`config.mk`:
```
export PLATFORM = sky130hd
export DESIGN_NAME = addr_u_pipe_resil
export DESIGN_NICKNAME = d
export VERILOG_FILES = /design/src/rtl/addr_resil_pkg.sv /design/src/rtl/addr_slice_stage.sv /design/src/rtl/addr_u_pipe_resil.sv
export SDC_FILE = /design/constraint.sdc
export NUM_CORES = 1
export LEC_CHECK = 0
export CORE_ASPECT_RATIO = 1.2
export CORE_MARGIN = 2
export CORE_UTILIZATION = 30
export CTS_BUF_LIST = sky130_fd_sc_hd__clkbuf_16
export CTS_CLUSTER_DIAMETER = 150
export DETAILED_ROUTE_END_ITERATION = 6
export PLACE_DENSITY = 0.53
export SLEW_MARGIN = 10
export SYNTH_ARGS = -nofsm -noshare
export SYNTH_HDL_FRONTEND = slang
export SYNTH_HIERARCHICAL = 1
export SYNTH_SLANG_ARGS = --single-unit
```
`constraint.sdc`:
```
create_clock -name clk -period 12.8 [get_ports clk]
set_input_delay 2.56 -clock clk [delete_from_list [all_inputs] [get_ports clk]]
set_output_delay 2.56 -clock clk [all_outputs]
set_load 0.01 [all_outputs]
```
`src/rtl/addr_resil_pkg.sv`:
```
// Shared types and mod-3 residue helpers for the pipelined fault-resilient adder.
package addr_resil_pkg;

    // Widest value the residue helper folds; covers WIDTH+1 up to 71 bits.
    localparam int MOD3_W = 72;

    // Control word travelling with each pipeline slot.
    typedef struct packed {
        logic       vld;
        logic       carry;
        logic [1:0] res;
    } stage_t;

    // Number of pipeline stages for a given operand and slice width.
    function automatic int nstage(input int width, input int stage_w);
        return width / stage_w;
    endfunction

    // (x + y) mod 3 for residues in 0..3 (3 is treated as 0).
    function automatic logic [1:0] add_mod3(input logic [1:0] x, input logic [1:0] y);
        logic [2:0] t;
        t = {1'b0, x} + {1'b0, y};
        return (t >= 3'd3) ? 2'(t - 3'd3) : t[1:0];
    endfunction

    // Unsigned residue mod 3: 4 == 1 (mod 3), so 2-bit digits can simply be summed.
    function automatic logic [1:0] mod3(input logic [MOD3_W-1:0] v);
        logic [1:0] r;
        r = 2'd0;
        for (int i = 0; i < MOD3_W / 2; i++) begin
            r = add_mod3(r, v[2*i +: 2]);
        end
        return r;
    endfunction

endpackage

```
`src/rtl/addr_slice_stage.sv`:
```
// One STAGE_W-bit adder slice: adds slice IDX of A and B plus the incoming
// carry, merges it into the partial sum and registers everything.
module addr_slice_stage
    import addr_resil_pkg::*;
#(
    parameter int WIDTH   = 16,
    parameter int STAGE_W = 8,
    parameter int IDX     = 0
) (
    input  logic             clk,
    input  logic             rst_n,
    input  logic             en,
    input  stage_t           ctl_i,
    input  logic [WIDTH:0]   sum_i,
    input  logic [WIDTH-1:0] a_i,
    input  logic [WIDTH-1:0] b_i,
    output stage_t           ctl_o,
    output logic [WIDTH:0]   sum_o,
    output logic [WIDTH-1:0] a_o,
    output logic [WIDTH-1:0] b_o
);

    localparam int LO   = IDX * STAGE_W;
    localparam bit LAST = ((LO + STAGE_W) == WIDTH);

    stage_t             ctl_d, ctl_q;
    logic [WIDTH:0]     sum_d, sum_q;
    logic [WIDTH-1:0]   a_d, a_q;
    logic [WIDTH-1:0]   b_d, b_q;
    logic [STAGE_W:0]   slice_sum;

    // Slice addition; the final stage also deposits the carry-out as the sum MSB.
    always_comb begin
        slice_sum = {1'b0, a_i[LO +: STAGE_W]} + {1'b0, b_i[LO +: STAGE_W]}
                  + {{STAGE_W{1'b0}}, ctl_i.carry};
        sum_d = sum_i;
        sum_d[LO +: STAGE_W] = slice_sum[STAGE_W-1:0];
        if (LAST) begin
            sum_d[WIDTH] = slice_sum[STAGE_W];
        end
        ctl_d       = ctl_i;
        ctl_d.carry = slice_sum[STAGE_W];
        a_d         = a_i;
        b_d         = b_i;
    end

    // Stage register; holds while the pipeline is stalled, cleared by reset.
    always_ff @(posedge clk or negedge rst_n) begin
        if (!rst_n) begin
            ctl_q <= '0;
            sum_q <= '0;
            a_q   <= '0;
            b_q   <= '0;
        end else if (en) begin
            ctl_q <= ctl_d;
            sum_q <= sum_d;
            a_q   <= a_d;
            b_q   <= b_d;
        end
    end

    assign ctl_o = ctl_q;
    assign sum_o = sum_q;
    assign a_o   = a_q;
    assign b_o   = b_q;

endmodule

```
`src/rtl/addr_u_pipe_resil.sv`:
```
// Pipelined unsigned adder with mod-3 residue fault check and a saturating
// fault counter, on a valid/ready stream. One STAGE_W slice per stage.
module addr_u_pipe_resil
    import addr_resil_pkg::*;
#(
    parameter int WIDTH   = 16,
    parameter int STAGE_W = 8,
    parameter int CNT_W   = 8
) (
    input  logic             clk,
    input  logic             rst_n,
    input  logic             in_valid,
    output logic             in_ready,
    input  logic [WIDTH-1:0] in_a,
    input  logic [WIDTH-1:0] in_b,
    output logic             out_valid,
    input  logic             out_ready,
    output logic [WIDTH:0]   out_sum,
    output logic             out_fault,
    output logic [CNT_W-1:0] fault_cnt,
    input  logic             clr_cnt
);

    localparam int              NSTAGE  = nstage(WIDTH, STAGE_W);
    localparam logic [CNT_W-1:0] CNT_MAX = {CNT_W{1'b1}};

    stage_t           ctl_p [0:NSTAGE];
    logic [WIDTH:0]   sum_p [0:NSTAGE];
    logic [WIDTH-1:0] a_p   [0:NSTAGE];
    logic [WIDTH-1:0] b_p   [0:NSTAGE];

    logic             en;
    logic [1:0]       res_in;
    logic [WIDTH:0]   res_sum;
    logic             inc;
    logic [CNT_W-1:0] fault_cnt_d, fault_cnt_q;

    // The whole pipeline advances together unless the consumer refuses a result.
    assign en       = !(out_valid && !out_ready);
    assign in_ready = en;

    // Stage 0 input: operands, zero partial sum, and the expected residue of A+B.
    assign res_in   = add_mod3(mod3(MOD3_W'(in_a)), mod3(MOD3_W'(in_b)));
    assign ctl_p[0] = {in_valid, 1'b0, res_in};
    assign sum_p[0] = '0;
    assign a_p[0]   = in_a;
    assign b_p[0]   = in_b;

    for (genvar k = 0; k < NSTAGE; k++) begin : g_stage
        addr_slice_stage #(
            .WIDTH   (WIDTH),
            .STAGE_W (STAGE_W),
            .IDX     (k)
        ) u_stage (
            .clk   (clk),
            .rst_n (rst_n),
            .en    (en),
            .ctl_i (ctl_p[k]),
            .sum_i (sum_p[k]),
            .a_i   (a_p[k]),
            .b_i   (b_p[k]),
            .ctl_o (ctl_p[k+1]),
            .sum_o (sum_p[k+1]),
            .a_o   (a_p[k+1]),
            .b_o   (b_p[k+1])
        );
    end

    // Output side: final sum and residue comparison against the carried r_in.
    assign res_sum   = sum_p[NSTAGE];
    assign out_sum   = res_sum;
    assign out_valid = ctl_p[NSTAGE].vld;
    assign out_fault = out_valid && (mod3(MOD3_W'(res_sum)) != ctl_p[NSTAGE].res);

    // Fault counter next state: saturating, a coincident clear keeps the new event.
    always_comb begin
        inc         = out_valid && out_ready && out_fault;
        fault_cnt_d = fault_cnt_q;
        if (clr_cnt) begin
            fault_cnt_d = inc ? CNT_W'(1) : '0;
        end else if (inc && (fault_cnt_q != CNT_MAX)) begin
            fault_cnt_d = fault_cnt_q + CNT_W'(1);
        end
    end

    // Fault counter register.
    always_ff @(posedge clk or negedge rst_n) begin
        if (!rst_n) begin
            fault_cnt_q <= '0;
        end else begin
            fault_cnt_q <= fault_cnt_d;
        end
    end

    assign fault_cnt = fault_cnt_q;

endmodule

```
Yosys cells after proc, flatten, opt, wreduce, memory -nomap -nowiden:

Index checks and enable logic that the tools add are counted.

* register bits: 72
* latch bits: 0
* memory bits (writable): 0
* bits in read-only memories: 0
* bits of input ports: 37
* output and inout port bits: 28
* word-level logic and storage cells: 377
* memories kept: 0

* add/subtract/negate cells: 136
* multiply operators: 0
* div/mod/pow operators: 0
* order comparisons: 109
* equal/unequal tests: 2
* shift operators: 0
* muxes and demuxes: 112
* bitwise gates (word level): 0
* reduce and logical (&&, ||, !) cells: 8

Operator list (count)
* 2-bit two-way mux: 109
* 2-bit subtractor, second input constant: 109
* 2-bit >= comparator, second input constant: 86
* 3-bit by 2-bit >= comparator with 1-bit output, second input constant: 23
* 2-bit by 2-bit adder with 3-bit output: 22
* 8-bit by 8-bit adder with 9-bit output: 2
* 8-bit two-way mux: 2
* 9-bit by 1-bit adder with 9-bit output: 1
* 8-bit by 1-bit adder with 8-bit output, second input constant: 1
* 8-bit inequality test, second input constant: 1
* 1-bit logical AND: 5
* 2-bit by 1-bit adder with 3-bit output: 1
* 1-bit zero test: 2
* 2-bit inequality test: 1
* 2-bit nonzero test: 1
* 1-bit two-way mux: 1

Logic depth before layout (Yosys ltp):

Gate-level depths: netlist of run 1.

* depth after elaboration: 86
* mapped depth: 51
* depth with buffers taken out: 50

Modules after synthesis:

Netlist of run 1, hierarchy kept.

Modules (own cells, without submodules)
* addr_u_pipe_resil: instances 1, cells each 256, area an instance 2383.5 um^2, sequential area each 200.2 um^2
* addr_slice_stage (g_stage[0].u_stage): instances 1, cells each 168, area an instance 2322.2 um^2, sequential area each 1326.3 um^2
* addr_slice_stage (g_stage[1].u_stage): instances 1, cells each 167, area an instance 2293.4 um^2, sequential area each 1301.2 um^2

Worst setup path after synthesis of run 1:

Ideal clock, no wire load.

* path type: register to output
* from: reg g_stage[1].u_stage.sum_q[0]
* to: out out_fault
* data arrival time: 9.817 ns
* data required time: 10.240 ns
* setup slack: 0.423 ns
* cell stages (with the launch flop): 50
* path buffers: 1
* cell sequence: dfrtp_1 nor2b_1 ha_1 fa_1 ha_1 nor2_1 nand3b_1 o21ai_0 ha_1 fa_1 ha_1 nor2_1 nand3b_1 o21ai_0 ha_1 fa_1 ha_1 nor2_1 (+14 left out) ha_1 fa_1 ha_1 nor2_1 nand3b_1 o21ai_0 ha_1 fa_1 ha_1 or3_1 a21oi_1 ha_1 fa_1 nand2b_1 or2_1 a21oi_1 o21ai_2 buf_6

* cells in the longest elaborated chain, start to end: 82
* elaborated cells between the ends (all ways): 118
* classes of those cells: add/sub (44); order compare (36); eq/ne (1); mux (36); reduce/logical (1)

Ends and longest elaborated chain
* from (decl): RTL line addr_slice_stage.sv:27 `logic [WIDTH:0] sum_d, sum_q;`
* from (signal assigned): RTL line addr_slice_stage.sv:56 `sum_q <= sum_d;`
* 2-bit subtractor / 2-bit >= comparator (equally long branches): RTL line addr_resil_pkg.sv:23 `return (t >= 3'd3) ? 2'(t - 3'd3) : t[1:0];`
* 2-bit two-way mux (*): RTL line addr_resil_pkg.sv:23
* 2-bit by 2-bit adder with 3-bit output (*): RTL line addr_resil_pkg.sv:22 `t = {1'b0, x} + {1'b0, y};`
* 3-bit by 2-bit >= comparator with 1-bit output / 2-bit subtractor (equally long branches): RTL line addr_resil_pkg.sv:23
* 2-bit two-way mux (*): RTL line addr_resil_pkg.sv:23
* 2-bit by 2-bit adder with 3-bit output (*): RTL line addr_resil_pkg.sv:22
* 3-bit by 2-bit >= comparator with 1-bit output / 2-bit subtractor (equally long branches): RTL line addr_resil_pkg.sv:23
* 2-bit two-way mux (*): RTL line addr_resil_pkg.sv:23
* (+66 left out)
* 2-bit subtractor / 2-bit >= comparator (equally long branches): RTL line addr_resil_pkg.sv:23
* 2-bit two-way mux (*): RTL line addr_resil_pkg.sv:23
* 2-bit subtractor / 2-bit >= comparator (equally long branches): RTL line addr_resil_pkg.sv:23
* 2-bit two-way mux (*): RTL line addr_resil_pkg.sv:23
* 2-bit subtractor / 2-bit >= comparator (equally long branches): RTL line addr_resil_pkg.sv:23
* 2-bit two-way mux (*): RTL line addr_resil_pkg.sv:23
* 2-bit inequality test (*): RTL line addr_u_pipe_resil.sv:73 `assign out_fault = out_valid && (mod3(MOD3_W'(res_sum)) != ctl_p[NSTAGE].res);`
* 1-bit logical AND (*): RTL line addr_u_pipe_resil.sv:73
* to (decl): RTL line addr_u_pipe_resil.sv:19 `output logic out_fault,`

Mark *: on every way between the ends. The rest lies on a longest branch, timed or not.

Final worst setup path of run 1:

* from: reg g_stage[1].u_stage.sum_q[1]
* to: out out_fault

The elaborated chain is that of the path after synthesis.

==> results.cfg, run 1 <==
[routing]
highest_layer = met4
wl_met2_um = 5400
m1WireLength_um = 4850
drcViolationCount = 0
wl_met3_um = 241
dr_total_vias = 3990
drtAntennaViolNets = 0
first_pass_iters = 4
vias_per_cell = 5.10
drt_iter0_markers = 126
drt-total-wl_um = 10700
post_drt_wl_per_cell_um = 13.6

[placement]
place_congestion = 0.789
hpwl_um = 8250
dp_cells = 761
io_buffers = 64

[floorplanning]
coreArea_mm2 = 0.0161
row_count = 51
die_h_um = 144
io_pins = 65
die-area_mm2 = 0.0174
die_w_um = 121
start_util = 0.305

[cells_and_area]
instances_no_fill = 782
antennaDiodeCount = 0
drive_gt1_frac = 0.326
final_cell_mix = dfrtp_1 (56), clkdlybuf4s50_1 (56), buf_4 (41)
fin_nets = 694
multi_input_area_mm2 = 0.00379
seqCellArea_mm2 = 0.00140
fillers = 1559
final_util = 0.409
area_growth_pct = 34.3

[worst_setup_path]
cp.arrival_ns = 10.16
cp_max_fo = 3
cp_slowest_cell = fa_1
crit_start = g_stage[1].u_stage/sum_o[1]
reg2reg_from = g_stage[1].u_stage/sum_o[1]
required_ns = 10.24
end_kind = output port
critPathKind = reg -> out
slowest_delay_ns = 0.52
path_common_cell = ha_2
start_kind = flip-flop

[cts]
clkTransAtPathRegs_ns = 0.07
clk_path_buf_depth = 2
root_buffer = clkbuf_16
numCtsBuffers = 5
cts_tree = done
clock_sinks = 56
ctsHtreeMaxLevel = 2
clk_latency_ns = 0.30

[sta]
finClkSkew_ns = 0.0144
maxSlewViolCount = 0
max_clock_freq_mhz = 78.6
timing.hold.ws_ns = 0.506
slew_headroom = 0.476
rsz0062_at_grt = yes
worst_pin_slew_ns = 0.786
setup_violations = 0
min_period_ns = 12.72
min_period_over_period = 0.994
finalHoldViolations = 0

[grt]
grt_max_degree = 76
grtUsageTotal = 0.117
grt_pass1_vias = 3766
grt_pass1_wl_um = 17100
overflow = 0
antenna_found_initial = 0

[logic_synthesis]
synth_fp_nets = 600
synth_cells = 475
syn_area_per_cell_um2 = 10.4
syn_area_mm2 = 0.00492
ys_warn_count = 6

[job]
drv_cap = 0

[worst_hold_path]
min_path_type = reg -> reg
min_from = g_stage[0].u_stage/sum_o[5]

[status]
status = finished, final reports clean
## flip-flops by register name, summed over array words and instances (netlist names)
signal	flops
g_stage.u_stage/a_o	8
g_stage.u_stage/ctl_o	8
g_stage.u_stage/b_o	8
g_stage.u_stage/sum_o	24
fault_cnt	8
## repair_timing
action | in CTS | in global routing
buffers inserted | 2 | 11
setup endpoints to repair | 2 | 3
hold buffers | 0 | 0
pin swaps | 37 | 85
resized for setup | 40 | 96
## per-stage QoR
step	setup TNS [ns]	setup slack, ns	instance area (um^2)
2_1_floorplan	0	0.423	4920
3_3_place_gp	-0.122	-0.0684	5940
3_5_place_dp	-0.895	-0.353	5940
4_1_cts	-0.126	-0.126	6190
5_1_grt	-0.427	-0.381	6610
6_report	0	0.0760	6610
## final timing paths
path | endpoint | slack (ns) | depth (start not counted)
worst min register to register | g_stage[1].u_stage/sum_o[5] | 0.51 | 1
worst max-delay path | out_fault | 0.08 | 44
worst max register to register | fault_cnt[3] | 2.19 | 47
worst min-delay path | g_stage[1].u_stage/sum_o[5] | 0.51 | 1
min in group asynchronous | g_stage[1].u_stage/sum_o[2] | 2.40 | 2
max in group asynchronous | g_stage[1].u_stage/sum_o[10] | 9.92 | 2
## routing by layer
| metal | vias up | GRT usage |
|---|---|---|
| li1 | 1979 | - |
| met1 | 1950 | 0.149 |
| met2 | 47 | 0.208 |
| met3 | 14 | 0.0138 |
| met4 | 0 | 0.0373 |
| met5 | - | 0 |
## worst max-delay path, delay by kind of cell (launching register included)
family / cells / cell delay, ns
buf+inv: 2 / 0.25
simple gates: 12 / 1.52
compound gates: 9 / 1.37
fa+ha+maj: 21 / 6.34
flops: 1 / 0.43
## cell type report
class	instances	area share
well taps	212	0.0401
repair buffers	106	0.146
clock buffers	5	0.0189
multi-input cells	390	0.573
flip-flops and latches	56	0.212
clock inverters	3	0.00435
inverters	10	0.00568
Power of run 1 is not shown: default switching activity piles up to over one toggle a cycle in this logic, so the estimate is an artifact.
==> run 2, diff against run 1 <==
--- a/config.mk
+++ b/config.mk
@@ -6,7 +6,6 @@
 export NUM_CORES = 1
 export LEC_CHECK = 0
 export CORE_ASPECT_RATIO = 1.2
-export CORE_MARGIN = 2
 export CORE_UTILIZATION = 30
 export CTS_BUF_LIST = sky130_fd_sc_hd__clkbuf_16
 export CTS_CLUSTER_DIAMETER = 150
==> results.cfg, run 2 (synthesized netlist as in run 1, its figures left out) <==
[status]
status = finished, final reports clean

[worst_setup_path]
critPathKind = reg -> out
start_kind = flip-flop
cp_slowest_cell = fa_1
r2r_slack_ns = 2.25
path_common_cell = ha_2
r2r-end = fault_cnt[2]
required_ns = 10.24
reg2reg_from = g_stage[1].u_stage/sum_o[1]
cp.arrival_ns = 10.14
cp_max_fo = 3
slowest_delay_ns = 0.55
end_kind = output port
reg2regPathDepth = 45

[cells_and_area]
fin_nets = 689
final_util = 0.416
instances_no_fill = 773
area_growth_pct = 33.8
largest_reg_flops = 24
final_cell_mix = dfrtp_1 (56), clkdlybuf4s50_1 (56), buf_4 (36)
drive_gt1_frac = 0.317
antennaDiodeCount = 0

[cts]
clk_path_buf_depth = 2
cts_hold_buf = 0
cts_tree = done
numCtsBuffers = 5
ctsHtreeMaxLevel = 2
clock_sinks = 56
root_buffer = clkbuf_16
clkTransAtPathRegs_ns = 0.06
clk_latency_ns = 0.30

[floorplanning]
die_h_um = 142
coreArea_mm2 = 0.0158
die_w_um = 119
start_util = 0.311
row_count = 50
die-area_mm2 = 0.0169
io_pins = 65

[routing]
drt_iter0_markers = 164
vias_per_cell = 5.05
drt-total-wl_um = 10500
drcViolationCount = 0
post_drt_wl_per_cell_um = 13.6
drtAntennaViolNets = 0
first_pass_iters = 4
dr_total_vias = 3904

[sta]
finalHoldViolations = 0
slew_headroom = 0.481
min_period_ns = 12.70
min_period_over_period = 0.992
finClkSkew_ns = 0.0148
setup_violations = 0
maxSlewViolCount = 0
rsz0062_at_grt = yes
worst_pin_slew_ns = 0.778
max_clock_freq_mhz = 78.7
setup_ws_ns = 0.0964

[placement]
io_buffers = 64
hpwl_um = 8080
dp_cells = 757
place_congestion = 0.740
pre_cts_slack_ns = -0.396

[grt]
antenna_found_initial = 0
grt_pass1_wl_um = 17700
grtUsageTotal = 0.127
grt_pass1_vias = 3912
overflow = 0
grt_max_degree = 76

[worst_hold_path]
min_path_type = reg -> reg
min_from = g_stage[0].u_stage/sum_o[4]
min_to = g_stage[1].u_stage/sum_o[4]
holdPathStages = 1

[job]
drv_cap = 0
run 2: cell count changes in the layout (fill, tap and decap cells not counted), moves of 2 or more:
cell	delta
buf_4	-5
nor3_1	+2
nor2b_1	+2
o21ai_1	-3
o21ai_2	+3
nor2_4	+6
fa_2	+2
nor2_2	-5
fa_1	-2
run 2: what timing repair did:
item / CTS / global route
pin swaps: 36 / 84
setup buffers: 1 / 7
gates resized for setup: 50 / 90
endpoints found under the setup margin: 3 / 3
run 2: worst max path at each step:
stage	start	end	slack, ns	depth (start not counted)
after floorplan	g_stage[1].u_stage/sum_o[0]	out_fault	0.42	49
after global placement	in_b[1]	g_stage[0].u_stage/ctl_o[1]	-0.07	48
after detailed placement	in_b[1]	g_stage[0].u_stage/ctl_o[1]	-0.40	50
after CTS	g_stage[1].u_stage/sum_o[0]	out_fault	-0.12	49
after global routing	g_stage[1].u_stage/sum_o[0]	out_fault	-0.45	49
final	g_stage[1].u_stage/sum_o[1]	out_fault	0.1	43
run 2: routing by layer:
layer,up-vias,share of wire,wire length [um],track usage
li1,1954,-,-,-
met1,1897,0.47,4950,0.162
met2,41,0.49,5190,0.220
met3,12,0.020,209,0.0180
met4,0,0.016,165,0.0420
met5,-,0,0,0
run 2: through the flow:
stage	setup TNS, ns	hold slack (ns)	instance area, um^2
floorplan	0	0.471	4920
global placement	-0.119	0.485	5930
detailed placement	-0.977	0.495	5930
CTS	-0.119	0.513	6210
global route	-0.470	0.535	6580
finish	0	0.511	6580
run 2: area by class of cell:
class,count,area (um^2)
Sequential cell,56,1400
Clock buffer,5,125
Inverter,10,37.5
Multi-Input combinational cell,390,3790
Tap cell,208,260
Fill cell,1511,9240
Timing Repair Buffer,101,927
Clock inverter,3,42.5
run 2: critical path, delay by kind of cell (launching register included):
family | cells | cell delay [ns]
AND/OR/NAND/NOR | 10 | 1.19
buffers and inverters | 3 | 0.40
flip-flops | 1 | 0.43
AO/OA/AOI/OAI | 10 | 1.66
adder cells (fa/ha/maj) | 20 | 6.14
Power of run 2 is left out for the same reason.
==> run 3, diff against run 2 <==
--- a/config.mk
+++ b/config.mk
@@ -10,7 +10,8 @@
 export CTS_BUF_LIST = sky130_fd_sc_hd__clkbuf_16
 export CTS_CLUSTER_DIAMETER = 150
 export DETAILED_ROUTE_END_ITERATION = 6
-export PLACE_DENSITY = 0.53
+export PLACE_DENSITY = 0.51
+export REMOVE_ABC_BUFFERS = 1
 export SLEW_MARGIN = 10
 export SYNTH_ARGS = -nofsm -noshare
 export SYNTH_HDL_FRONTEND = slang
==> constraint.sdc (replaced) <==
create_clock -name clk -period 14 [get_ports clk]
set_input_delay 2.8 -clock clk [delete_from_list [all_inputs] [get_ports clk]]
set_output_delay 2.8 -clock clk [all_outputs]
set_load 0.01 [all_outputs]
==> results.cfg, run 3 (synthesized netlist as in run 1, its figures left out) <==
[grt]
grt_pass1_vias = 3758
grtUsageTotal = 0.129
grt_pass1_wl_um = 17900
antenna_found_initial = 0
overflow = 0
grt_max_degree = 57

[routing]
dr_total_vias = 3852
drt_iter0_markers = 108
drcViolationCount = 0
drtAntennaViolNets = 0
post_drt_wl_per_cell_um = 13.9
vias_per_cell = 5.15
drt-total-wl_um = 10400
first_pass_iters = 4

[worst_hold_path]
min_path_type = reg -> reg
holdPathStages = 1
min_to = g_stage[1].u_stage/sum_o[2]
min_from = g_stage[0].u_stage/sum_o[2]

[placement]
pre_cts_slack_ns = 0.364
dp_cells = 731
placed_area_mm2 = 0.00574
place_congestion = 0.725
hpwl_um = 8070
io_buffers = 64

[worst_setup_path]
path_common_cell = ha_2
reg2reg_from = g_stage[1].u_stage/sum_o[0]
cp_slowest_cell = fa_1
required_ns = 11.20
slowest_delay_ns = 0.56
reg2regPathDepth = 51
r2r-end = fault_cnt[2]
end_kind = output port
cp_max_fo = 4
start_kind = flip-flop
cp.arrival_ns = 10.74
critPathKind = reg -> out
r2r_slack_ns = 2.78

[cts]
numCtsBuffers = 5
cts_hold_buf = 0
clk_latency_ns = 0.29
ctsHtreeMaxLevel = 2
clkTransAtPathRegs_ns = 0.07
clk_path_buf_depth = 2
root_buffer = clkbuf_16
clock_sinks = 56
cts_tree = done

[sta]
finClkSkew_ns = 0.00262
timing.hold.ws_ns = 0.501
min_period_ns = 13.54
slew_headroom = 0.514
worst_pin_slew_ns = 0.729
max_clock_freq_mhz = 73.8
setup_violations = 0
maxSlewViolCount = 0
finalHoldViolations = 0
setup_ws_ns = 0.457
min_period_over_period = 0.967

[floorplanning]
die-area_mm2 = 0.0169
io_pins = 65
die_w_um = 119
row_count = 50
die_h_um = 142
coreArea_mm2 = 0.0158
start_util = 0.311

[cells_and_area]
final_common_cell = clkdlybuf4s50_1
area_growth_pct = 23.4
final_cell_area_mm2 = 0.00607
final_cell_mix = clkdlybuf4s50_1 (62), dfrtp_1 (56), ha_1 (47)
antennaDiodeCount = 0
instances_no_fill = 748
drive_gt1_frac = 0.181
fin_nets = 664
largest_reg_flops = 24

[job]
drv_cap = 0

[status]
status = finished, final reports clean
run 3: cell types whose count changed in the layout (fill, tap and decap cells not counted), moves of 6 or more:
cell	change
fa_2	-6
fa_1	+6
nor2_4	-12
clkdlybuf4s50_1	+6
buf_4	-24
ha_1	+30
ha_2	-23
o21ai_1	-10
ha_4	-7
dlymetal6s2s_1	-6
nor2_1	+13
o21ai_0	+12
run 3: area by class of cell:
cell class                      instances  area (um^2)
Clock inverter                          3         17.5
Inverter                               10         37.5
Tap cell                              208          260
Timing Repair Buffer                   76          721
Fill cell                            1554         9760
Sequential cell                        56         1400
Clock buffer                            5          125
Multi-Input combinational cell        390         3510
run 3: metal layers:
| layer | track usage | vias to the layer above | wire (um) |
|---|---|---|---|
| met2 | 0.236 | 47 | 5490 |
| met4 | 0.0306 | 0 | 96 |
| met1 | 0.159 | 1885 | 4570 |
| met5 | 0 | - | 0 |
| met3 | 0.0192 | 5 | 227 |
| li1 | - | 1915 | - |
run 3: timing repair:
item / in CTS / in global routing
setup buffers: 0 / 9
resized for setup: 1 / 46
endpoints found under the setup margin: 1 / 2
pin swaps: 0 / 36
run 3: how the worst max path moves through the flow:
stage | startpoint | end | slack (ns) | depth (start not counted)
final | g_stage[1].u_stage/sum_o[0] | out_fault | 0.46 | 49
after global routing | g_stage[1].u_stage/sum_o[0] | out_fault | -0.11 | 49
after CTS | g_stage[1].u_stage/sum_o[0] | out_fault | 0.20 | 49
after detailed placement | g_stage[1].u_stage/sum_o[0] | out_fault | 0.36 | 49
after global placement | g_stage[1].u_stage/sum_o[0] | out_fault | 0.63 | 49
after floorplan | g_stage[1].u_stage/sum_o[0] | out_fault | 1.39 | 48
run 3: worst max-delay path, delay by kind of cell, from the launching register on:
| family | cells | cell delay [ns] |
|---|---|---|
| adders and majority gates | 23 | 6.97 |
| and+or+nand+nor | 15 | 1.82 |
| AOI/OAI and AO/OA | 10 | 1.11 |
| DFF | 1 | 0.41 |
| buffers and inverters | 1 | 0.15 |
run 3: per-stage QoR:
step | TNS [ns] | util
after floorplan | 0 | -
after global routing | -0.112 | 0.384
after global placement | 0 | 0.363
final | 0 | 0.384
after CTS | 0 | 0.372
after detailed placement | 0 | 0.363
Power of run 3 is left out for the same reason.
